$ cat src/rtl/alu_operand_stage.sv
// Decode/operand-fetch stage feeding the RV32I ALU: 32x32 register file, R/I-type decode, valid/ready output slot.
// Optional macro WB_BYPASS_EN: same-cycle writeback data is forwarded into the captured operands.
module alu_operand_stage (
    input  logic        clk,
    input  logic        reset,
    input  logic        in_valid,
    output logic        in_ready,
    input  logic [31:0] instr,
    input  logic        wb_en,
    input  logic [4:0]  wb_rd,
    input  logic [31:0] wb_data,
    output logic        out_valid,
    input  logic        out_ready,
    output logic [31:0] A,
    output logic [31:0] B,
    output logic [2:0]  funct3,
    output logic [6:0]  funct7,
    output logic [4:0]  rd,
    output logic        illegal
);
    localparam int unsigned XLEN  = 32;
    localparam int unsigned NREGS = 32;
    localparam int unsigned RIDX  = 5;
    localparam logic [6:0]  OP_R  = 7'b0110011;
    localparam logic [6:0]  OP_I  = 7'b0010011;

    logic [XLEN-1:0] regs [NREGS];

    logic [6:0]      opcode;
    logic [RIDX-1:0] rs1;
    logic [RIDX-1:0] rs2;
    logic [2:0]      f3;
    logic            is_r;
    logic            is_i;
    logic            accept;
    logic [XLEN-1:0] rs1_val;
    logic [XLEN-1:0] rs2_val;
    logic [XLEN-1:0] b_next;
    logic [6:0]      f7_next;

    assign in_ready = !out_valid || out_ready;
    assign accept   = in_valid && in_ready;

    // Field extraction and operand read (async read ports, x0 forced to zero)
    always_comb begin
        opcode  = instr[6:0];
        rs1     = instr[19:15];
        rs2     = instr[24:20];
        f3      = instr[14:12];
        is_r    = (opcode == OP_R);
        is_i    = (opcode == OP_I);
        rs1_val = (rs1 == '0) ? '0 : regs[rs1];
        rs2_val = (rs2 == '0) ? '0 : regs[rs2];
`ifdef WB_BYPASS_EN
        if (wb_en && (wb_rd != '0) && (wb_rd == rs1)) begin
            rs1_val = wb_data;
        end
        if (wb_en && (wb_rd != '0) && (wb_rd == rs2)) begin
            rs2_val = wb_data;
        end
`endif
    end

    // Operand B and function modifier; only shifts keep funct7 on I-type so ADDI never decodes as SUB
    always_comb begin
        b_next  = rs2_val;
        f7_next = instr[31:25];
        if (is_i) begin
            b_next = {{(XLEN-12){instr[31]}}, instr[31:20]};
            if ((f3 != 3'b001) && (f3 != 3'b101)) begin
                f7_next = 7'b0000000;
            end
        end
    end

    // Register file write port; lands on the edge independent of the handshake
    always_ff @(posedge clk or posedge reset) begin
        if (reset) begin
            for (int unsigned i = 0; i < NREGS; i++) begin
                regs[i] <= '0;
            end
        end else if (wb_en && (wb_rd != '0)) begin
            regs[wb_rd] <= wb_data;
        end
    end

    // Output slot
    always_ff @(posedge clk or posedge reset) begin
        if (reset) begin
            out_valid <= 1'b0;
            illegal   <= 1'b0;
            A         <= '0;
            B         <= '0;
            funct3    <= '0;
            funct7    <= '0;
            rd        <= '0;
        end else begin
            illegal <= 1'b0;
            if (accept) begin
                if (is_r || is_i) begin
                    out_valid <= 1'b1;
                    A         <= rs1_val;
                    B         <= b_next;
                    funct3    <= f3;
                    funct7    <= f7_next;
                    rd        <= instr[11:7];
                end else begin
                    out_valid <= 1'b0;
                    illegal   <= 1'b1;
                end
            end else if (out_ready) begin
                out_valid <= 1'b0;
            end
        end
    end

endmodule

$ cat config.mk
export PLATFORM = sky130hd
export DESIGN_NAME = alu_operand_stage
export DESIGN_NICKNAME = d
export VERILOG_FILES = /design/src/rtl/alu_operand_stage.sv
export SDC_FILE = /design/constraint.sdc
export NUM_CORES = 2
export LEC_CHECK = 0
export ABC_AREA = 1
export CAP_MARGIN = 20
export CORE_MARGIN = 4
export CORE_UTILIZATION = 35
export CTS_BUF_LIST = sky130_fd_sc_hd__clkbuf_4
export CTS_CLUSTER_SIZE = 24
export DETAILED_ROUTE_END_ITERATION = 8
export GPL_TIMING_DRIVEN = 1
export HOLD_SLACK_MARGIN = 0.03
export SETUP_SLACK_MARGIN = 0.05
export SYNTH_ARGS = -nofsm -noshare
export SYNTH_HDL_FRONTEND = slang
export SYNTH_SLANG_ARGS = --single-unit
$ cat constraint.sdc
create_clock -name clk -period 63.2 [get_ports clk]
set_input_delay 15.8 -clock clk [delete_from_list [all_inputs] [get_ports clk]]
set_output_delay 15.8 -clock clk [all_outputs]
set_load 0.03 [all_outputs]
==> PnR_summary.wiki <==
{| class="wikitable"
! Metric !! Value
|-
| Least-Margin Pin Slew || 1.16 ns
|-
| Post-route DRC || 0
|-
| Final-report setup violation count || 0
|-
| Hold Fails Final Rpt || 0
|-
| Global route total overflow || 0
|-
| Site row count || approximately 150
|-
| Final worst-path setup slack || 30.34 ns
|-
| Number of clock buffers inserted by TritonCTS || between 300 and 400
|-
| Wire length per cell || 22.0 um
|-
| Final clock skew || 0.0698 ns
|-
| Commonest cells after routing, fill and taps aside || sky130_fd_sc_hd__nand2_1, sky130_fd_sc_hd__o21ai_0, sky130_fd_sc_hd__dfrtp_1, sky130_fd_sc_hd__nor2_1, sky130_fd_sc_hd__inv_1
|-
| Crit Path Class || in2out
|-
| First-pass detailed-route iteration total || 8
|-
| Vias per Instance || around 5.5
|-
| Crit Path Max Fanout || 3
|-
| Placeable core region || about 170,000 sq um
|-
| Number of different library cells in the post-synthesis netlist || 24
|-
| Count of state elements after synthesis || approximately 1,100
|-
| Maximum number of pins on one net before global-route repair || between 150 and 200
|-
| Most common cell after layout, fill and taps aside || sky130_fd_sc_hd__nand2_1
|-
| Pleak || between 0.03 and 0.04 uW
|-
| Cell count after placement || roughly 10,000
|-
| Post-route clock period utilization || between 50 and 60%
|-
| Portion of the post-synthesis area used by sequential elements || 46.2%
|-
| Number of global-route vias before repair || approximately 56,000
|-
| Startpoint Class || input port
|-
| Synthesized area per cell || ~7.0 sq um
|-
| Worst rel slew slack || 22.4%
|-
| Final layout net count || around 8,500
|-
| Gate Count Post-Synth || 8,577
|-
| Final HPWL from detailed placement || about 120,000 um
|-
| Cts hold-fix bufs || 0
|-
| GPL Wtd Cong || about 0.83
|-
| Area Overhead vs Synth || 10.6%
|-
| Unrepaired setup endpoints after global routing || false
|-
| Number of non-filler instances in the completed layout || about 11,000
|-
| Total number of vias || about 60,000
|-
| Number of antenna violations at the first check in global routing || 15
|-
| Final max-slew violation count || 0
|-
| Starting DRT DRC Count || between 6,000 and 7,000
|-
| Setup Fix Bufs, Post-CTS || 0
|-
| Fmax || 0.0304 GHz
|-
| Die area || between 150,000 and 200,000 sq um
|-
| Shortest period the worst path allows || roughly 33 ns
|-
| Die width || 421 um
|-
| Critical Path RT || between 40 and 50 ns
|-
| Clock transition at the registers of the reported paths || ~0.060 ns
|-
| Total of max-cap violations || 0
|-
| Antenna Violating Nets Remaining || 0
|-
| Number of H-tree levels || 5
|-
| Placement-stage worst setup slack || roughly 30 ns
|-
| Share of cells above drive strength 1 || about 7.4%
|-
| Pwr/cell area || about 30 nW/um^2
|-
| Die span in y || 421 um
|-
| WP data arrival || 17.06 ns
|-
| # clock sinks || 1,105
|-
| Net Count, Synth || roughly 8,700
|-
| Port Buf Inserts || around 160
|-
| Post-cts resize count || 0
|-
| Global-route wire length before repair || between 300,000 and 400,000 um
|-
| Post-synthesis instance area || between 50,000 and 60,000 sq um
|-
| Clock tree from TritonCTS || yes
|-
| Maximum resistive drop on vdd || ~0.000019 V
|-
| Starting density of the core || approximately a third
|-
| Critical path capture point type || primary output
|-
| Total negative slack for setup checks || 0 ns
|-
| Root Driver || sky130_fd_sc_hd__clkbuf_4
|-
| Deepest clock path buffer count || 4
|-
| Outcome || finished, final reports clean
|-
| Syn. warnings || 0
|-
| Sum of routed wire length over all layers || between 200,000 and 250,000 um
|-
| Total global-route track usage || between 20% and 30%
|-
| Hold WC Path Type || reg2reg
|-
| Clock latency on the worst-skew pair || around 1.4 ns
|-
| Top-level I/O count || 156
|}
## sequential cells by signal (all words and copies together) (netlist names)
signal and flops:
rd 5, B 32, illegal 1, A 32
regs 1024, funct3 3, out_valid 1, funct7 7
## layer usage
layer,up-vias,part of all wire (%),track usage (%)
met3,683,9.5,5.60
met5,-,0.019,0
met1,28300,40,33.2
met4,6,5.6,14.3
met2,3221,45,41.9
li1,27600,-,-
## kinds of logic (layout without fill, tap and decap cells)
kind of cell	count (synthesis)	count (layout)	synth area share, %
other	0	18	0
and+or+nand+nor	3975	3975	26.1
AOI/OAI and AO/OA	2253	2253	19.6
buffers and inverters	1244	1320	8.06
DFF	1105	1105	46.2
## synth_stat cells (all sizes together)
| cell type | number | share of area [%] |
|---|---|---|
| nand2 | 2811 | 18 |
| o21ai | 1604 | 13 |
| dfrtp | 1105 | 46 |
| nor2 | 655 | 4.1 |
| clkbuf | 541 | 3.4 |
| inv | 524 | 3.3 |
| nand3 | 488 | 4.1 |
| a21oi | 473 | 4.0 |
| buf | 176 | 1.4 |
| o211ai | 126 | 1.6 |
| a21boi | 24 | 0.30 |
| o21a | 21 | 0.26 |
| nor3 | 17 | 0.17 |
| o22ai | 5 | 0.052 |
| clkinv | 3 | 0.019 |
| or2 | 2 | 0.021 |
| nand4 | 1 | 0.010 |
| nor4 | 1 | 0.036 |
## where the power goes
part | total, uW | internal (uW) | leakage, uW | switching [uW]
registers | 925 | 839 | 0.0141 | 86.4
logic | 402 | 140 | 0.0148 | 262
clock network | 653 | 331 | 0.00225 | 322
## through the flow
step | total power (uW) | utilization, % | instance area [sq um] | hold WS (ns)
after floorplan | 1200 | - | 59800 | 0.429
after global placement | 1320 | 36.7 | 62300 | 0.365
after detailed placement | 1330 | 36.7 | 62300 | 0.366
after CTS | 1990 | 38.9 | 66000 | 0.379
after global routing | 2110 | 39.0 | 66100 | 0.384
final | 1980 | 39.0 | 66100 | 0.374
## worst max-delay path, cell delays in order
cell and delay [ns]:
sky130_fd_sc_hd__clkdlybuf4s50_1 0.46, sky130_fd_sc_hd__inv_1 0.04, sky130_fd_sc_hd__nand2_1 0.08, sky130_fd_sc_hd__clkdlybuf4s50_1 0.68
## final timing paths
kind                             from          to  slack, ns  depth (start not counted)
min in group asynchronous       reset   regs[278]      15.03                          2
max in group asynchronous       reset   regs[155]      45.11                          5
min reg2reg                regs[1010]  regs[1010]       0.37                          0
min                        regs[1010]  regs[1010]       0.37                          0
max reg2reg                 out_valid        A[9]      59.43                          8
max                         out_ready    in_ready      30.34                          4
## area by class of cell
| class | instances | area [sq um] |
|---|---|---|
| sequential | 1105 | 27700 |
| timing repair buffer | 263 | 2480 |
| inverter | 527 | 2020 |
| clock inverter | 70 | 269 |
| antenna | 18 | 45.0 |
| fill | 17800 | 104000 |
| multi-input combinational | 6228 | 27400 |
| clock buffer | 460 | 3450 |
| tap | 2218 | 2780 |
Power figures use the tool's default switching activity.
